==> config.mk <==
export PLATFORM = sky130hd
export DESIGN_NAME = melody_writer
export DESIGN_NICKNAME = d
export VERILOG_FILES = /design/src/rtl/melody_pkg.sv /design/src/rtl/melody_lfsr.sv /design/src/rtl/melody_writer.sv
export SDC_FILE = /design/constraint.sdc
export NUM_CORES = 1
export LEC_CHECK = 0
export BUFFER_PORTS_ARGS = -buffer_cell sky130_fd_sc_hd__clkbuf_2
export CORE_MARGIN = 3
export CORE_UTILIZATION = 51
export CTS_CLUSTER_SIZE = 16
export DETAILED_ROUTE_END_ITERATION = 10
export GPL_TIMING_DRIVEN = 0
export PLACE_DENSITY = 0.76
export REMOVE_ABC_BUFFERS = 1
export SETUP_SLACK_MARGIN = 0.1
export SKIP_CTS_REPAIR_TIMING = 1
export SYNTH_ARGS = -nofsm -noshare
export SYNTH_HDL_FRONTEND = slang
export SYNTH_HIERARCHICAL = 1
export SYNTH_SLANG_ARGS = --single-unit
==> constraint.sdc <==
create_clock -name clk -period 2.6 [get_ports clk]
set_clock_uncertainty 0.15 [all_clocks]
set_input_delay 0.78 -clock clk [delete_from_list [all_inputs] [get_ports clk]]
set_output_delay 0.78 -clock clk [all_outputs]
set_load 0.1 [all_outputs]
==> src/rtl/melody_pkg.sv <==
// Shared constants, FSM state encoding and melody slot helper for melody_writer.
package melody_pkg;

   localparam int          NOTE_BITS = 3;
   localparam int          SLOT_BITS = 4;
   localparam logic [15:0] LFSR_TAPS = 16'hB400;

   typedef logic [2:0] state_t;

   localparam state_t S_IDLE     = 3'd0;
   localparam state_t S_GEN      = 3'd1;
   localparam state_t S_WRITE    = 3'd2;
   localparam state_t S_GAP      = 3'd3;
   localparam state_t S_START    = 3'd4;
   localparam state_t S_WAIT_END = 3'd5;

   // Places a note in slot idx of the melody word; the slot's top bit is always 0.
   function automatic logic [31:0] slot_insert(input logic [31:0]          word,
                                               input int                   idx,
                                               input logic [NOTE_BITS-1:0] note);
      logic [31:0] r;
      r = word;
      r[idx*SLOT_BITS +: SLOT_BITS] = {1'b0, note};
      return r;
   endfunction

endpackage

==> src/rtl/melody_lfsr.sv <==
// 16-bit right-shifting Galois LFSR with seed load (zero seed forced to 1) and advance enable.
module melody_lfsr
   import melody_pkg::*;
#(
   parameter logic [15:0] SEED = 16'hACE1
) (
   input  logic                 clk,
   input  logic                 reset,
   input  logic                 load,
   input  logic [15:0]          seed,
   input  logic                 advance,
   output logic [NOTE_BITS-1:0] note
);

   logic [15:0] value;

   // NOTE: sequential state is always written with <= so every flop samples pre-edge values.
   always_ff @(posedge clk or posedge reset) begin
      if (reset)
         value <= SEED;
      else if (load)
         value <= (seed == 16'h0000) ? 16'h0001 : seed;
      else if (advance)
         value <= (value >> 1) ^ (value[0] ? LFSR_TAPS : 16'h0000);
   end

   assign note = value[NOTE_BITS-1:0];

endmodule

==> src/rtl/melody_writer.sv <==
// Generates a pseudo-random melody, writes it to the game module and starts a round.
// Optional: define MELODY_NO_REPEAT_EN to bump a note that repeats its predecessor.
module melody_writer
   import melody_pkg::*;
#(
   parameter int          NOTE_COUNT = 8,
   parameter logic [15:0] LFSR_SEED  = 16'hACE1,
   parameter int          START_GAP  = 4
) (
   input  logic        clk,
   input  logic        reset,
   input  logic        new_game,
   input  logic [15:0] seed_in,
   input  logic        seed_load,
   input  logic        abort,
   input  logic        game_end,
   output logic [31:0] data_out,
   output logic        write_enable,
   output logic        game_start,
   output logic        busy,
   output logic [7:0]  round_count
);

   localparam int               IDX_W    = $clog2(NOTE_COUNT);
   localparam logic [IDX_W-1:0] LAST_IDX = IDX_W'(NOTE_COUNT - 1);
   localparam logic [3:0]       GAP_LAST = 4'(START_GAP - 1);

   state_t               state;
   logic [IDX_W-1:0]     note_idx;
   logic [3:0]           gap_cnt;
   logic [31:0]          shadow;
   logic                 game_end_q;
   logic [NOTE_BITS-1:0] raw_note;
   logic [NOTE_BITS-1:0] note;
   logic                 lfsr_load;
   logic                 lfsr_advance;

   assign lfsr_load    = (state == S_IDLE) && seed_load;
   assign lfsr_advance = (state == S_GEN) && !abort;
   assign busy         = (state != S_IDLE);

   melody_lfsr #(.SEED(LFSR_SEED)) u_lfsr (
      .clk     (clk),
      .reset   (reset),
      .load    (lfsr_load),
      .seed    (seed_in),
      .advance (lfsr_advance),
      .note    (raw_note)
   );

`ifdef MELODY_NO_REPEAT_EN
   logic [NOTE_BITS-1:0] prev_note;

   always_ff @(posedge clk or posedge reset) begin
      if (reset)
         prev_note <= '0;
      else if (state == S_GEN)
         prev_note <= note;
   end

   // NOTE: assign a default first in always_comb so no path leaves the output unassigned (latch).
   always_comb begin
      note = raw_note;
      if (note_idx != '0 && raw_note == prev_note)
         note = raw_note + 1'b1;
   end
`else
   always_comb begin
      note = raw_note;
   end
`endif

   always_ff @(posedge clk or posedge reset) begin
      if (reset) begin
         state        <= S_IDLE;
         note_idx     <= '0;
         gap_cnt      <= '0;
         shadow       <= '0;
         game_end_q   <= 1'b0;
         data_out     <= '0;
         write_enable <= 1'b0;
         game_start   <= 1'b0;
         round_count  <= '0;
      end else begin
         game_end_q   <= game_end;
         // Strobes default low each cycle so each one lasts exactly one clock.
         write_enable <= 1'b0;
         game_start   <= 1'b0;
         if (abort) begin
            state <= S_IDLE;
         end else begin
            case (state)
               S_IDLE: begin
                  if (new_game && !seed_load) begin
                     state    <= S_GEN;
                     note_idx <= '0;
                     shadow   <= '0;
                  end
               end
               S_GEN: begin
                  shadow   <= slot_insert(shadow, int'(note_idx), note);
                  note_idx <= note_idx + 1'b1;
                  if (note_idx == LAST_IDX)
                     state <= S_WRITE;
               end
               S_WRITE: begin
                  data_out     <= shadow;
                  write_enable <= 1'b1;
                  gap_cnt      <= '0;
                  state        <= S_GAP;
               end
               S_GAP: begin
                  if (gap_cnt == GAP_LAST)
                     state <= S_START;
                  else
                     gap_cnt <= gap_cnt + 4'd1;
               end
               S_START: begin
                  game_start <= 1'b1;
                  state      <= S_WAIT_END;
               end
               S_WAIT_END: begin
                  // game_end held high from a previous round does not look like an edge.
                  if (game_end && !game_end_q) begin
                     if (round_count != 8'hFF)
                        round_count <= round_count + 8'd1;
                     state <= S_IDLE;
                  end
               end
               default: state <= S_IDLE;
            endcase
         end
      end
   end

endmodule
# After elaboration in Yosys (flattened, before gate mapping)
# Index checks and enable logic that the tools add are counted.
# totals
reg_bits	101
elab_cells	71
# op_classes
eq_ne	14
bitwise	2
n_shift	2
n_mux	21
n_addsub	4
n_reduce_logical	18
# ops
operator	n
2-to-1 mux 16 bit	4
one-hot mux 32 bit (2 select lines)	1
negator 5 -> 33 bit	1
variable shift 4 x 33 -> 32 bit, first input constant	1
indexed part select 4 x 33 -> 32 bit	1
bitwise mux 32 bit	1
2-to-1 mux 32 bit	1
2-to-1 mux 3 bit	6
one-hot mux 3 bit (6 select lines)	1
zero test 16 bit	1
bitwise XOR 15 x 16 -> 16 bit	1
== test 3 bit, second input constant	3
adder 8 x 1 -> 8 bit, second input constant	1
inequality test 8 bit, second input constant	1
one-hot mux 4 bit (2 select lines)	1
AND reduction 4 bit	2
== test 3 x 2 -> 1 bit, second input constant	2
inequality test 3 x 2 -> 1 bit, second input constant	2
inequality test 3 bit, second input constant	2
one-hot mux 3 bit (2 select lines)	1
AND reduction 3 bit	2
nonzero test 2 bit	3
adder 4 x 1 -> 4 bit, second input constant	1
== test 4 x 2 -> 1 bit, second input constant	1
other kinds (12)	20

# Longest topological paths before layout
# depth
depth_word	5
depth_mapped	7
mapped_depth_nobuf	7

# Hierarchy
# The synthesis kept the hierarchy.
# modules_own_cells
mod	area_each_um2	n_inst	seq_area_each_um2	cells_each
melody_writer	3258.1	1	1726.7	259
melody_lfsr	874.6	1	410.4	82

# Worst setup path before layout
# No wires, ideal clock.
# synth_path
path_kind	flip-flop to flip-flop
startpoint	reg note_idx[0]
endpoint	reg shadow[16]
stages_incl_launch_ff	8
setup_ns	0.121
path_buffers	0
setup_slack_ns	0.258
period_less_slack_ns	2.342
t_arrival_ns	2.071
cell_sequence	dfrtp_1 > inv_1 > ha_1 > ha_1 > or4b_1 > a21oi_1 > o21ai_1 > a22o_1
# synth_between
elab_chain_len	4
# synth_rtl
element	line_no	source
from (decl)	melody_writer.sv:29	logic [IDX_W-1:0] note_idx;
from (signal assigned)	melody_writer.sv:102	note_idx <= note_idx + 1'b1;
negator 5 -> 33 bit *	melody_pkg.sv:23	r[idx*SLOT_BITS +: SLOT_BITS] = {1'b0, note};
indexed part select 4 x 33 -> 32 bit or variable shift 4 x 33 -> 32 bit (tied branches)	melody_pkg.sv:23	
bitwise mux 32 bit *	melody_pkg.sv:23	
one-hot mux 32 bit (2 select lines) *	melody_writer.sv:92	case (state)
to (signal assigned)	melody_writer.sv:101	shadow <= slot_insert(shadow, int'(note_idx), note);
to (decl)	melody_writer.sv:31	logic [31:0] shadow;
# Every way passes the cells marked *; elsewhere a longest branch is shown, timed or not.
# A chain may end at the register's enable or synchronous reset.

# Worst setup path in the final report
# Same ends and word-level chain as after synthesis.

==> flow_summary.yaml <==
yosys:
  synth_compound_area_frac: 0.129
  syn_area_per_cell_sq_um: 12.1
  ys_warn_count: 6
  synth_top_family_by_area: "simple AND/OR/NAND/NOR gates"
  synthFlopType: "dfrtp_1"
  ys_types: 57
  synthAdderAreaFrac: 0.0272
  seq_area_frac_synth: 0.517
  synth-seq-cells: 85
  synth.area.mux_share: 0.107
  synth-xor-area-share: 0.0212
  netlist_area_sq_mm: 0.00413
  netlist_top_cells_area: "dfrtp_1 47%, mux2_1 6.8%, a22o_1 5.3%"
  yosysTopAreaCellShare: 0.466
  yosysTopAreaCell: "dfrtp_1"
  synth_edf_count: 0
  yosys-top-cells-count: "77 x dfrtp_1, 26 x nand2_1, 25 x a22o_1, 25 x mux2_1, 25 x o21ai_1"
  ys_async_sr_fraction: 1.00
  syn_inst: 341
  synth_most_common_cell: "dfrtp_1"
  synthSimpleGateAreaFrac: 0.137
place:
  place_inst: 481
  globalplace.congestion: 0.796
  dpl_cell_area_sq_mm: 0.00439
  dp_hpwl_microns: 5360
  portBuffers: 56
setup_path:
  cp_slowest_cell: "or4b_1"
  critical_path_class: "reg -> reg"
  path_cells: "inv_1 > ha_1 > ha_4 > or4b_1 > a21oi_1 > o21ai_1 > a22o_1"
  worst_setup_path_end_kind: "register"
  crit_fanout: 8
  critical_path.top_delay_family: "compound AO/OA/AOI/OAI gates"
  path_buf_inv: 1
  critPathLaunchType: "register"
  slowest_delay_ns: 0.43
  critPathArrivalTime_ns: 2.52
  required_ns: 2.69
flow_run:
  cap_violations: 0
final_layout:
  antennaDiodeCount: 0
  synthToLayoutAreaGrowth_pct: 13.7
  final_cells: 499
  final_area_sq_mm: 0.00470
  drive_gt1_frac: 0.290
  fin_nets: 423
pwr:
  power_mw: 3.55
  vdd.ir_drop.worst_v: 0.000464
  power_density_mw_per_mm2: 756
  p_leak_nw: 2.33
sta:
  hold_slack_ns: 0.340
  period_share: 0.935
  rsz0062_at_grt: "false"
  period_minus_slack_ns: 2.43
  hold_viol_final: 0
  fmaxAchievable_ghz: 0.411
  relSlewSlack: 0.345
  slew_violations: 0
  finalSetupViolations: 0
  fin_tns_setup_ns: 0
  tightest_slew_ns: 0.982
die:
  io_pins: 65
  initial_core_util: 0.529
  dieArea_sq_mm: 0.00922
  fp.dieH_microns: 96.0
  rows: 32
  core_sq_mm: 0.00781
  die_x_microns: 96.0
drt:
  via_count: 2728
  postRouteWirelength_microns: 7580
  first_pass_iters: 4
  viasPerCell: 5.47
  antenna_left: 0
  drc: 0
  wl_per_cell_microns: 15.2
  drt_iter0_markers: 148
worst_hold_path:
  hp-class: "reg -> reg"
clock_tree:
  cts_sinks: 85
  clk_latency_ns: 0.34
  cts_tree: "done"
  clkTransAtPathRegs_ns: 0.09
  cts.path.max_buffers: 2
  numCtsBuffers: 9
  root_buffer: "clkbuf_8"
  cts_max_level: 3
global_route:
  grt_max_degree: 36
  grt_pass1_wl_microns: 13000
  track_usage: 0.180
  grt_pass1_vias: 2637
  antenna_found_initial: 0
  overflow: 0
run_status:
  status: "complete, no violations"
[power breakdown]
part | internal (mW) | switching [mW] | leakage [nW]
clock network | 0.645 | 0.482 | 0.124
logic | 0.277 | 0.533 | 1.08
registers | 1.47 | 0.149 | 1.13
[final cells by class]
cell class	instances	area, sq um
Clock buffer	9	124
Clock inverter	7	121
Fill cell	654	3110
Inverter	13	53.8
Multi-Input combinational cell	224	1810
Sequential cell	85	2140
Tap cell	102	128
Timing Repair Buffer	59	318
[path summary, 6_finish.rpt]
kind                       slack [ns]  cells after the start         start               end
setup / recovery                 0.17                      7   note_idx[0]        shadow[16]
hold / removal                   0.34                      1  data_out[13]      data_out[13]
setup reg to reg                 0.17                      7   note_idx[0]        shadow[16]
hold reg to reg                  0.34                      1  data_out[13]      data_out[13]
max in group asynchronous        1.24                      3         reset          state[1]
min in group asynchronous        0.35                      2         reset  u_lfsr/value[14]
[logic make-up after synthesis]
group                    count (synthesis)
other                                    1
XOR/XNOR                                10
AO/OA/AOI/OAI                           73
multiplexers                            41
buffers and inverters                   39
flip-flops                              85
AND/OR/NAND/NOR                         83
adder cells (fa/ha/maj)                  9
[through the flow]
step / utilization / setup WS (ns)
after floorplan: - / -0.0699
after global placement: 0.560 / -0.842
after detailed placement: 0.563 / -0.367
after CTS: 0.594 / -0.0881
after global routing: 0.602 / 0.0821
final: 0.602 / 0.169
[layer usage]
layer | up-vias | part of all wire | global-route usage
met5 | - | 0 | 0
met1 | 1328 | 0.48 | 0.258
li1 | 1322 | - | -
met2 | 69 | 0.47 | 0.272
met3 | 9 | 0.046 | 0.0344
met4 | 0 | 0.013 | 0.0675
[placed cells by master, fill, tap and decap left out, types with 7 or more instances in the layout]
cell | synthesis | routed
ha_1 | 9 | 7
conb_1 | 1 | 8
xor2_1 | 9 | 9
inv_1 | 10 | 9
dfstp_2 | 8 | 8
mux2i_1 | 15 | 15
clkbuf_8 | 0 | 9
and3_1 | 11 | 11
mux2_1 | 25 | 25
nand2_1 | 26 | 26
a22o_1 | 25 | 25
o21ai_1 | 25 | 25
dfrtp_1 | 77 | 72
clkbuf_2 | 0 | 55
[flip-flops by register name (all words and copies together) (netlist names)]
signal and count:
state 3, shadow 24, u_lfsr/value 16, gap_cnt 4, round_count 8, note_idx 3
game_end_q 1, write_enable 1, game_start 1, data_out 24
Note: power is estimated with default switching activity, not from simulation.
